==> config.mk <==
export PLATFORM = sky130hd
export DESIGN_NAME = down_counter_ctrl_flat
export DESIGN_NICKNAME = d
export VERILOG_FILES = /design/src/rtl/down_counter_ctrl_if.sv /design/src/rtl/down_counter_ctrl.sv /design/src/flat_wrapper.sv
export SDC_FILE = /design/constraint.sdc
export NUM_CORES = 1
export LEC_CHECK = 0
export ABC_AREA = 1
export CAP_MARGIN = 10
export CELL_PAD_IN_SITES_DETAIL_PLACEMENT = 2
export CELL_PAD_IN_SITES_GLOBAL_PLACEMENT = 2
export CORE_ASPECT_RATIO = 2
export CORE_UTILIZATION = 25
export DETAILED_ROUTE_END_ITERATION = 8
export PLACE_DENSITY_LB_ADDON = 0.1
export SETUP_SLACK_MARGIN = 0.05
export SYNTH_ARGS = -nofsm -noshare
export SYNTH_HDL_FRONTEND = slang
export SYNTH_SLANG_ARGS = --single-unit
==> constraint.sdc <==
create_clock -name c -period 2.3 [get_ports c]
set_input_delay 0.69 -clock c [delete_from_list [all_inputs] [get_ports c]]
set_output_delay 0.69 -clock c [all_outputs]
set_load 0.01 [all_outputs]
==> src/rtl/down_counter_ctrl_if.sv <==
// down_counter_ctrl_if: requester and counter-datapath signals of the down counter controller
interface down_counter_ctrl_if #(
  parameter int W      = 3,
  parameter int REPS_W = 4
);
  logic              start;
  logic [W-1:0]      cfg_load;
  logic [REPS_W-1:0] cfg_reps;
  logic              cfg_periodic;
  logic              abort;
  logic              done_ack;
  logic [W-1:0]      cnt_val;
  logic              cnt_load;
  logic [W-1:0]      cnt_load_val;
  logic              cnt_en;
  logic              tick;
  logic              busy;
  logic              done;
  logic              err;
  logic [REPS_W-1:0] reps_left;
  modport slave (
    input  start, cfg_load, cfg_reps, cfg_periodic, abort, done_ack, cnt_val,
    output cnt_load, cnt_load_val, cnt_en, tick, busy, done, err, reps_left
  );
  modport master (
    output start, cfg_load, cfg_reps, cfg_periodic, abort, done_ack, cnt_val,
    input  cnt_load, cnt_load_val, cnt_en, tick, busy, done, err, reps_left
  );
endinterface

==> src/rtl/down_counter_ctrl.sv <==
// down_counter_ctrl: sequences load/enable of an external down counter over repeated or periodic passes
module down_counter_ctrl #(
  parameter int W      = 3,
  parameter int REPS_W = 4
) (
  input logic               c,
  input logic               r,
  down_counter_ctrl_if.slave bus
);
  typedef enum logic [1:0] {S_IDLE, S_LOAD, S_RUN, S_DONE} state_t;
  state_t            r_state;
  state_t            w_next;
  logic [W-1:0]      r_l;
  logic              r_p;
  logic [REPS_W-1:0] r_reps;
  logic              r_busy;
  logic              r_done;
  logic              r_err;
  logic              w_load;
  logic              w_en;
  logic              w_tick;
  logic              w_accept;
  logic              w_reject;
  logic              w_abort;
  assign w_abort          = bus.abort && (r_state == S_LOAD || r_state == S_RUN);
  assign bus.cnt_load     = w_load;
  assign bus.cnt_load_val = r_l;
  assign bus.cnt_en       = w_en;
  assign bus.tick         = w_tick;
  assign bus.busy         = r_busy;
  assign bus.done         = r_done;
  assign bus.err          = r_err;
  assign bus.reps_left    = r_reps;
  // state register
  always_ff @(posedge c or negedge r)
    if (!r) r_state <= S_IDLE;
    else    r_state <= w_next;
  // next state and counter strobes; abort masks the strobes and wins over zero-detect
  always_comb begin
    w_next   = r_state;
    w_load   = 1'b0;
    w_en     = 1'b0;
    w_tick   = 1'b0;
    w_accept = 1'b0;
    w_reject = 1'b0;
    case (r_state)
      S_IDLE: begin
        w_reject = bus.start && (bus.cfg_load == '0);
        w_accept = bus.start && (bus.cfg_load != '0);
        w_next   = w_accept ? S_LOAD : S_IDLE;
      end
      S_LOAD: begin
        w_load = !bus.abort;
        w_next = bus.abort ? S_IDLE : S_RUN;
      end
      S_RUN: begin
        w_en   = !bus.abort && (bus.cnt_val != '0);
        w_tick = !bus.abort && (bus.cnt_val == '0);
        w_next = bus.abort ? S_IDLE
               : !w_tick ? S_RUN
               : (r_p || r_reps > REPS_W'(1)) ? S_LOAD : S_DONE;
      end
      S_DONE: w_next = bus.done_ack ? S_IDLE : S_DONE;
      default: w_next = S_IDLE;
    endcase
  end
  // captured configuration, pass count and registered status flags
  always_ff @(posedge c or negedge r)
    if (!r) begin
      r_l    <= '0;
      r_p    <= 1'b0;
      r_reps <= '0;
      r_busy <= 1'b0;
      r_done <= 1'b0;
      r_err  <= 1'b0;
    end else begin
      r_busy <= (w_next == S_LOAD) || (w_next == S_RUN);
      r_done <= (w_next == S_DONE);
      r_err  <= w_reject;
      if (w_accept) begin
        r_l    <= bus.cfg_load;
        r_p    <= bus.cfg_periodic;
        r_reps <= (bus.cfg_reps == '0) ? REPS_W'(1) : bus.cfg_reps;
      end else if (w_abort) r_reps <= '0;
      else if (w_tick && !r_p) r_reps <= r_reps - REPS_W'(1);
    end
endmodule

==> src/flat_wrapper.sv <==
// flat-port wrapper written by rule: the top's interface ports become plain ports
module down_counter_ctrl_flat 
#(
  parameter int W      = 3,
  parameter int REPS_W = 4
)
  (c, r, bus_start, bus_cfg_load, bus_cfg_reps, bus_cfg_periodic, bus_abort, bus_done_ack, bus_cnt_val, bus_cnt_load, bus_cnt_load_val, bus_cnt_en, bus_tick, bus_busy, bus_done, bus_err, bus_reps_left);
  down_counter_ctrl_if #(.W(W), .REPS_W(REPS_W)) bus_i ();
  input logic c;
  input logic r;
  input wire logic [$bits(bus_i.start)-1:0] bus_start;
  input wire logic [$bits(bus_i.cfg_load)-1:0] bus_cfg_load;
  input wire logic [$bits(bus_i.cfg_reps)-1:0] bus_cfg_reps;
  input wire logic [$bits(bus_i.cfg_periodic)-1:0] bus_cfg_periodic;
  input wire logic [$bits(bus_i.abort)-1:0] bus_abort;
  input wire logic [$bits(bus_i.done_ack)-1:0] bus_done_ack;
  input wire logic [$bits(bus_i.cnt_val)-1:0] bus_cnt_val;
  output wire logic [$bits(bus_i.cnt_load)-1:0] bus_cnt_load;
  output wire logic [$bits(bus_i.cnt_load_val)-1:0] bus_cnt_load_val;
  output wire logic [$bits(bus_i.cnt_en)-1:0] bus_cnt_en;
  output wire logic [$bits(bus_i.tick)-1:0] bus_tick;
  output wire logic [$bits(bus_i.busy)-1:0] bus_busy;
  output wire logic [$bits(bus_i.done)-1:0] bus_done;
  output wire logic [$bits(bus_i.err)-1:0] bus_err;
  output wire logic [$bits(bus_i.reps_left)-1:0] bus_reps_left;
  assign bus_i.start = bus_start;
  assign bus_i.cfg_load = bus_cfg_load;
  assign bus_i.cfg_reps = bus_cfg_reps;
  assign bus_i.cfg_periodic = bus_cfg_periodic;
  assign bus_i.abort = bus_abort;
  assign bus_i.done_ack = bus_done_ack;
  assign bus_i.cnt_val = bus_cnt_val;
  assign bus_cnt_load = bus_i.cnt_load;
  assign bus_cnt_load_val = bus_i.cnt_load_val;
  assign bus_cnt_en = bus_i.cnt_en;
  assign bus_tick = bus_i.tick;
  assign bus_busy = bus_i.busy;
  assign bus_done = bus_i.done;
  assign bus_err = bus_i.err;
  assign bus_reps_left = bus_i.reps_left;
  down_counter_ctrl #(.W(W), .REPS_W(REPS_W)) u_core (.c(c), .r(r), .bus(bus_i));
endmodule
======== Word-level counts from Yosys, hierarchy flattened ========
Index checks and enable logic that the tools add are counted.
operators by class
  $add $sub $neg .......................... 1
  $mul .................................... 0
  div/mod/pow operators ................... 0
  $lt $le $gt $ge ......................... 1
  equal/unequal tests ..................... 6
  shift-type cells ........................ 0
  mux-type cells .......................... 16
  bitwise gates (word level) .............. 0
  reduce and logical (&&, ||, !) cells .... 18
operators with widths
  operator                                            count
  2-to-1 mux 4 bit                                    4
  2-to-1 mux 2 bit                                    5
  nonzero test 3 bit                                  3
  == test 2 bit, second input constant                4
  one-hot mux 2 bit (4 select lines)                  1
  logical AND 1 bit                                   6
  logical NOT 3 bit                                   2
  2-to-1 mux 1 bit                                    6
  == test 2 x 1 -> 1 bit, second input constant       2
  > comparator 4 x 1 -> 1 bit, second input constant  1
  logical NOT 4 bit                                   1
  subtractor 4 x 1 -> 4 bit, second input constant    1
  logical OR 1 bit                                    3
  logical NOT 1 bit                                   2
  logical NOT 2 bit                                   1
word-level totals
  bits in registers ....................... 13
  latch bits .............................. 0
  RAM bits ................................ 0
  ROM bits ................................ 0
  output and inout port bits .............. 13
  logic and storage cells ................. 49
  memories ................................ 0

======== Logic depth before layout (Yosys ltp) ========
  depth in word-level cells ............... 8
  mapped depth ............................ 10
  mapped depth without buffers ............ 10

======== Least setup slack after synthesis ========
No wires, ideal clock.
  kind .................................... input to output
  start ................................... input port bus_abort
  end ..................................... output port bus_cnt_en
  data arrival time ....................... 1033 ps
  data required time ...................... 1610 ps
  setup slack ............................. 577 ps
  stages on the path ...................... 3
  cell sequence ........................... inv_2 nand2_2 a21oi_1
between the ends
  word-level cells in the longest chain between the ends .. 3
ends and longest elaborated chain
  item               line                     RTL
  start, declared    flat_wrapper.sv:15       input wire logic [$bits(bus_i.abort)-1:0] bus_abort;
  logical NOT 1 bit  down_counter_ctrl.sv:57  w_en = !bus.abort && (bus.cnt_val != '0);
  logical AND 1 bit  down_counter_ctrl.sv:57
  2-to-1 mux 1 bit   down_counter_ctrl.sv:46  case (r_state)
  end, declared      flat_wrapper.sv:20       output wire logic [$bits(bus_i.cnt_en)-1:0] bus_cnt_en;
No other way between the ends.

======== Worst setup path after layout ========
  start ................................... input port bus_cnt_val[2]
  end ..................................... output port bus_tick
between the ends
  word-level cells in the longest chain between the ends .. 3
ends and longest elaborated chain
  item               line                     RTL
  start, declared    flat_wrapper.sv:17       input wire logic [$bits(bus_i.cnt_val)-1:0] bus_cnt_val;
  logical NOT 3 bit  down_counter_ctrl.sv:58  w_tick = !bus.abort && (bus.cnt_val == '0);
  logical AND 1 bit  down_counter_ctrl.sv:58
  2-to-1 mux 1 bit   down_counter_ctrl.sv:46
  end, declared      flat_wrapper.sv:21       output wire logic [$bits(bus_i.tick)-1:0] bus_tick;
No other way between the ends.

==> impl_metrics.ini <==
[drt]
post-route-drc-count = 0
top_layer = met4
wl_um = 2432
met3_length_um = 87
vias_per_cell = 4.682
drtAntennaViolNets = 0
wl_per_cell_um = 14.31
wl_met1_um = 807
route.met2.wl_um = 1506
first_pass_iters = 2
vias = 796
drt_iter0_drc = 4

[power_and_ir_drop]
power_frac_seq = 0.343
p_leak_nw = 0.6272
comb_power_share = 0.444
p_sw_frac = 0.3677
finalPower_mw = 0.9699
power_per_cell_area_nw_per_um2 = 791.0
clkPwrFrac = 0.213
ir_drop_mv = 0.4511
switching_power_mw = 0.3566
internal-power_mw = 0.6133

[floorplanning]
die_area_sq_um = 3468
coreArea_sq_um = 3013
die_h_um = 82.29
row_count = 28
initial_core_util = 0.2674
num_io_pins = 29
die_x_um = 42.15

[sta]
finClkSkew_ns = 0.002564
fin_crit_ns = 2.183
slew_violations = 0
rsz0062_at_grt = false
setup_viol = 0
worstMarginPinSlew_ns = 0.6336
finalHoldViolations = 0
post-route-period-util = 0.9493
fmax_mhz = 458.0
slew-limit-headroom = 0.5763

[global_route]
antenna_found_initial = 0
overflow = 0
grt_pass1_wl_um = 4215
grt_max_degree = 14
track_usage = 0.1658
grt_pass1_vias = 955

[cells_and_area]
mostFrequentLayoutCells = nand2_1, clkdlybuf4s50_1, dfrtp_1
layout_commonest_cell = nand2_1
drive_above_1_share = 0.2143
nets = 164
final_area_sq_um = 1226
synthToLayoutAreaGrowth_pct = 52.17
n_antenna_cell = 0
fillerInstances = 358

[placed_design]
gp_congestion = 0.7561
place_area_sq_um = 1154
dpl.hpwl_um = 2028
io_buffers = 28

[clock_tree]
clk_latency_ns = 0.24
cts_hold_buf = 0
cts_max_level = 1
cts_inserted_buffers = 3
cts_tree = yes
root_buffer = clkbuf_8
cts_buffer_depth = 2
clock_sinks = 13
clkTransAtPathRegs_ns = 0.06

[worst_setup_path]
cp-startpoint = bus_cnt_val[2]
critPathArrivalTime_ns = 1.49
critical_path_peak_fanout = 2
reg2reg_to = u_core.bus.busy
worst_r2r_path_depth = 9
worstSetupStartpointType = input port
critPathRequiredTime_ns = 1.61
worstReg2RegStart = u_core.r_state[0]
worstSetupPathType = in -> out
endpoint_kind = output pin
r2r_slack_ns = 0.53

[run_status]
status = finished clean

[logic_synthesis]
syn_area_per_cell_sq_um = 7.900
synth_top_area_frac = 0.4037
synth_cells = 102
synth_nets = 125
ys.warnings.count = 0
synth_cell_types = 21
ys_ff_latch = 13
syn_area_sq_um = 805.8
ys_top_cells_by_area = dfrtp_1, nand2_1, ha_1, inv_1, nand2_2
yosysTopAreaCell = dfrtp_1
ys_seq_area_frac = 0.4037

[min_path]
hold_end = u_core.bus.cnt_load_val[0]
holdPathStages = 2
min_path_type = reg -> reg
hold_start = u_core.bus.cnt_load_val[0]

[job]
drv_cap = 0
==> timing repair <==
action / CTS / global route
pin swaps: 1 / 1
gates resized for setup: 12 / 5
endpoints found under the setup margin: 3 / 2
endpoints found under the hold margin: 0 / 0
cloned: 0 / 0
setup buffers: 2 / 0
==> worst max-delay path, stage by stage <==
cell             delay (ns)
clkdlybuf4s50_1        0.41
inv_2                  0.09
nand2_2                0.07
nor2_4                 0.09
buf_2                  0.14
==> routing by layer <==
layer  up-vias  GRT usage
li1        384          -
met4         0    0.08438
met3         2    0.02174
met5         -          0
met2        21     0.3469
met1       389     0.1475
==> metrics by stage <==
stage	worst slack [ns]	setup TNS [ns]	std cells	hold WS, ns	utilization
6_report	0.1166	0	170	0.4790	0.4070
5_1_grt	0.06358	0	170	0.5134	0.4070
4_1_cts	0.005650	0	170	0.4909	0.4007
3_5_place_dp	-0.4278	-1.114	164	0.4760	0.3829
3_3_place_gp	-0.3471	-0.9768	164	0.4527	0.3829
2_1_floorplan	0.5771	0	102	0.3944	-
==> how the worst max path moves through the flow <==
| stage | end | slack, ns | depth (start not counted) |
|---|---|---|---|
| 4_1_cts | bus_cnt_en | 0.006 | 5 |
| 6_report | bus_tick | 0.12 | 5 |
| 2_1_floorplan | bus_cnt_en | 0.58 | 3 |
| 3_5_place_dp | bus_cnt_en | -0.43 | 5 |
| 5_1_grt | bus_tick | 0.06 | 5 |
| 3_3_place_gp | bus_cnt_en | -0.35 | 5 |
==> power groups by stage <==
stage	registers [mW]	logic (mW)	clock network, mW
6_report	0.333	0.430	0.207
5_1_grt	0.342	0.486	0.226
4_1_cts	0.335	0.445	0.219
3_5_place_dp	0.339	0.435	0
3_3_place_gp	0.338	0.419	0
2_1_floorplan	0.351	0.218	0
==> cell type report <==
class | count | area (sq um) | share of cell area
clock buffer | 4 | 45.04 | 0.03673
multi-input combinational | 73 | 427.9 | 0.3490
sequential | 13 | 325.3 | 0.2653
timing repair buffer | 34 | 324.1 | 0.2643
inverter | 16 | 66.31 | 0.05408
tap | 30 | 37.54 | 0.03061
==> synthesized netlist by cell type <==
cell / count
a21oi_1: 1
a21oi_4: 1
clkinv_2: 1
dfrtp_1: 13
ha_1: 7
inv_1: 11
inv_2: 2
inv_4: 2
nand2_1: 33
nand2_2: 5
nand2_4: 2
nand3_1: 2
nor2_1: 8
nor2_2: 2
nor2_4: 1
nor3_1: 2
o21ai_1: 5
o21bai_1: 1
o22ai_1: 1
or2_1: 1
xnor2_1: 1
==> state kept, by name, indices dropped and copies added (netlist names) <==
register                 cells
u_core.bus.done              1
u_core.bus.err               1
u_core.bus.busy              1
u_core.r_state               2
u_core.r_p                   1
u_core.bus.cnt_load_val      3
u_core.bus.reps_left         4
==> logic make-up after synthesis <==
logic type,synth area share
AND/OR/NAND/NOR,0.3199
buffers and inverters,0.08229
flip-flops,0.4037
AO/OA/AOI/OAI,0.07454
adder cells (fa/ha/maj),0.1087
XOR/XNOR,0.01087
Note: power is estimated with default switching activity, not from simulation.
==> RTL change 1: new RTL, same flow settings <==
`W` is set to 3 in 3 places; all go to 6.
--- a/src/rtl/down_counter_ctrl_if.sv
+++ b/src/rtl/down_counter_ctrl_if.sv
@@ -1,6 +1,6 @@
 // down_counter_ctrl_if: requester and counter-datapath signals of the down counter controller
 interface down_counter_ctrl_if #(
-  parameter int W      = 3,
+  parameter int W      = 6,
   parameter int REPS_W = 4
 );
   logic              start;
--- a/src/rtl/down_counter_ctrl.sv
+++ b/src/rtl/down_counter_ctrl.sv
@@ -1,6 +1,6 @@
 // down_counter_ctrl: sequences load/enable of an external down counter over repeated or periodic passes
 module down_counter_ctrl #(
-  parameter int W      = 3,
+  parameter int W      = 6,
   parameter int REPS_W = 4
 ) (
   input logic               c,
--- a/src/flat_wrapper.sv
+++ b/src/flat_wrapper.sv
@@ -1,7 +1,7 @@
 // flat-port wrapper written by rule: the top's interface ports become plain ports
 module down_counter_ctrl_flat 
 #(
-  parameter int W      = 3,
+  parameter int W      = 6,
   parameter int REPS_W = 4
 )
   (c, r, bus_start, bus_cfg_load, bus_cfg_reps, bus_cfg_periodic, bus_abort, bus_done_ack, bus_cnt_val, bus_cnt_load, bus_cnt_load_val, bus_cnt_en, bus_tick, bus_busy, bus_done, bus_err, bus_reps_left);
Interface: changed (resized bus_cfg_load, bus_cnt_load_val and bus_cnt_val); port bits go from 29 to 38. The function was not compared with the original's and may differ.
==> RTL change 1 against the unedited design <==
- area after synthesis up 17%
- setup slack better by 15 ps
- sequential cell count up 3
- design area up 21%
- sequential power up 23%
- wire length up 10%
- total power up 18%
- sequential share of layout area up 0.57 points
- maximum frequency up 0.71%
- largest cell class unchanged
- highest routed layer unchanged
==> RTL change 1: results (changes against the unedited design) <==
vias in the first global route 1065 (+12%); first drt pass iteration count 4 (+2); leakage 0.770 nW (+23%); H-tree depth 1 (unchanged); Yosys cell types 20 (-4.8%); Syn Nets 154 (+23%); Worst-Margin Slew 249 ps (-385 ps); largest stage delay on the critical path 230 ps (-180 ps); Vias/cell 4.31 (-8.0%); all-layer global routing usage 16.2% (-0.43 points); initial antenna violation count 0 (unchanged); global-route wire length before repair 4720 um (+12%); R2R depth 11 (+2); cts bufs inserted 3 (unchanged); Slowest cell on crit path dlygate4sd2_1; main area contributors after synthesis dfrtp_1, nand2_1, ha_1, inv_1, nor2_1; status complete, no violations; Async SR Flop Fraction 100% (unchanged); flop-to-flop setup slack 610 ps (+80 ps); max reg flops 6 (+2); DP Area 1410 um2 (+22%); sequential share of the synthesized area 42.4% (+2.0 points); global placement routability congestion 0.698 (-7.7%); number of nets in the layout 203 (+24%); share of cells above drive strength 1 17.9% (-3.5 points); pin count of the biggest net entering global routing 17 (+3); DR iter-0 viols 10 (+6); Peak VDD IR 0.000439 V (-2.7%); WL final 2680 um (+10%); warnings from Yosys 0 (unchanged); buffers added on ports 37 (+32%); clock skew 1.68 ps (-0.881 ps); crit path DAT 1480 ps; Post-synth top cells nand2_1, inv_1, dfrtp_1; fillers 432 (+21%); hpwl dp 2250 um (+11%); final setup violating endpoints 0 (unchanged)
RTL change 1: repair_timing:
item / 4_1_cts / 5_1_grt
pin swaps: 5 / 2
setup buffers: 2 / 0
setup endpoints to repair: 3 / 2
resized for setup: 27 / 0
RTL change 1: critical path: cells and delay by family:
family / cells / cell delay, ps
buffers and inverters: 4 / 440
AND/OR/NAND/NOR: 4 / 360
RTL change 1: layout make-up:
| type | instances | area, um2 | area share, % |
|---|---|---|---|
| repair buffers | 46 | 420 | 28.5 |
| inverters | 18 | 67.6 | 4.57 |
| flip-flops and latches | 16 | 400 | 27.1 |
| well taps | 49 | 61.3 | 4.15 |
| clock buffers | 4 | 55.1 | 3.73 |
| multi-input cells | 89 | 473 | 32.0 |
RTL change 1: per-stage QoR:
step	utilization [%]	hold slack (ps)	instances	setup slack, ps	setup TNS, ps
floorplan	-	394	125	441	0
global placement	39.1	459	216	-506	-1210
detailed placement	39.1	466	216	-538	-1340
CTS	41.0	482	222	70.7	0
global route	41.0	515	222	63.4	0
finish	41.0	474	222	132	0
RTL change 1: path summary, 6_finish.rpt:
check | start | end
worst min register to register | u_core.bus.cnt_load_val[2] | u_core.bus.cnt_load_val[2]
worst max-delay path | bus_cnt_val[2] | bus_cnt_en
worst min-delay path | u_core.bus.cnt_load_val[2] | u_core.bus.cnt_load_val[2]
max in group asynchronous | r | u_core.r_state[1]
min in group asynchronous | r | u_core.bus.cnt_load_val[4]
worst max register to register | u_core.r_state[0] | u_core.bus.busy
RTL change 1: cells by family (layout without fill, tap and decap cells):
group	after synthesis	in the layout	synth area share, %
xor+xnor	1	1	0.927
fa+ha+maj	7	7	9.27
compound gates	4	4	2.91
simple gates	77	77	35.4
flops	16	16	42.4
buf+inv	20	68	9.14
RTL change 1: per-layer routing:
layer	track usage, %	up-vias	routed length (um)
met3	1.62	7	130
met1	16.4	442	891
met2	29.9	33	1580
li1	-	474	-
met4	9.37	0	82
met5	0	-	0
RTL change 1: power breakdown:
group | leakage [nW] | switching, mW | internal, mW | total, mW
Combinational | 0.538 | 0.243 | 0.243 | 0.487
Clock | 0.0288 | 0.0994 | 0.152 | 0.251
Sequential | 0.203 | 0.0617 | 0.348 | 0.409
Total | 0.770 | 0.404 | 0.743 | 1.15
==> RTL change 2: new RTL, same settings <==
Without the edit above. The 4 states of `state_t` get a Gray code encoding in 2 bits.
--- a/src/rtl/down_counter_ctrl.sv
+++ b/src/rtl/down_counter_ctrl.sv
@@ -7,7 +7,7 @@
   input logic               r,
   down_counter_ctrl_if.slave bus
 );
-  typedef enum logic [1:0] {S_IDLE, S_LOAD, S_RUN, S_DONE} state_t;
+  typedef enum logic [1:0] {S_IDLE = 2'b00, S_LOAD = 2'b01, S_RUN = 2'b11, S_DONE = 2'b10} state_t;
   state_t            r_state;
   state_t            w_next;
   logic [W-1:0]      r_l;
Function: same outputs for any inputs over 10 cycles, from zero or initial values; not proved beyond that.
==> RTL change 2 against the unedited design <==
- cell count fell by 1.8%
- critical path depth unchanged
- wire length is 9.9% lower
- total power up 36%
- area after synthesis is 5.1% lower
- via count decreased by 1.0%
- die area down 5.0%
- maximum frequency grew 0.32%
- design area fell by 3.1%
- setup slack gained 7.0 ps
- clock skew fell by 1.2 ps
- sequential cell count unchanged
- sequential power up 24%
- worst hold slack better by 5.8 ps
- critical endpoint unchanged
- largest cell class unchanged
==> RTL change 2: results (changes against the unedited design) <==
Yosys cell types 20 (-4.8%); DP Area 1120 um2 (-2.9%); met1 usage 14.4% (-0.36 points); Final period util 94.6% (-0.31 points); leakage 0.606 nW (-3.4%); flop-to-flop setup slack 740 ps (+210 ps); # resized after CTS 15 (+3); Int Power 779 uW (+27%); global-route wire length before repair 3550 um (-16%); Syn Nets 116 (-7.2%); Post-Synth XOR/XNOR Area 1.15% (+0.059 points); vias in the first global route 855 (-10%); adder-cell area share of the yosys netlist 3.27% (-7.6 points); status complete, no violations; Post-synth top cells nand2_1, dfrtp_1, inv_1; all-layer global routing usage 15.6% (-0.95 points); Final Non-Filler Cells 167 (-1.8%); WL final 2190 um (-9.9%); met3 routed WL 86 um (-1.1%); min-delay src u_core.bus.cnt_load_val[2]; metal2 WL 1350 um (-10%); Synth Area in Compound Gates 9.66% (+2.2 points); Peak VDD IR 0.000430 V (-4.7%); hpwl dp 1870 um (-7.8%); reg2reg start u_core.bus.reps_left[0]; sequential share of the synthesized area 42.6% (+2.2 points); post-CTS setup buffer count 1 (-1); worst hold slack 485 ps (+5.83 ps); global placement routability congestion 0.685 (-9.4%); Syn Area/Cell 7.80 um2 (-1.3%); R2R depth 7 (-2); share of cells above drive strength 1 22.6% (+1.2 points); post-place setup slack -474 ps (-46.0 ps); number of nets in the layout 156 (-4.9%); Vias/cell 4.72 (+0.77%)
## RTL change 2: cell count changes in the layout (fill, tap and decap cells not counted), moves of 2 or more
cell / before / now
o21ai_1: 5 / 0
nand3_1: 2 / 7
nand2_2: 6 / 3
ha_1: 7 / 2
a21oi_1: 0 / 2
o21ai_0: 0 / 8
inv_4: 2 / 0
a21oi_4: 2 / 0
nand2_1: 32 / 23
inv_1: 10 / 13
nor2_4: 1 / 3
nor3_1: 2 / 0
## RTL change 2: area by class of cell
| class | count | area (um2) |
|---|---|---|
| inverters | 16 | 60.1 |
| fillers | 354 | 1750 |
| clock buffers | 4 | 45.0 |
| repair buffers | 35 | 334 |
| flip-flops and latches | 13 | 325 |
| well taps | 30 | 37.5 |
| multi-input cells | 69 | 387 |
## RTL change 2: critical path, stage by stage
cell and delay [ps]:
clkdlybuf4s50_1 400, inv_1 90, nand2_2 80, nor2_4 120, buf_6 110
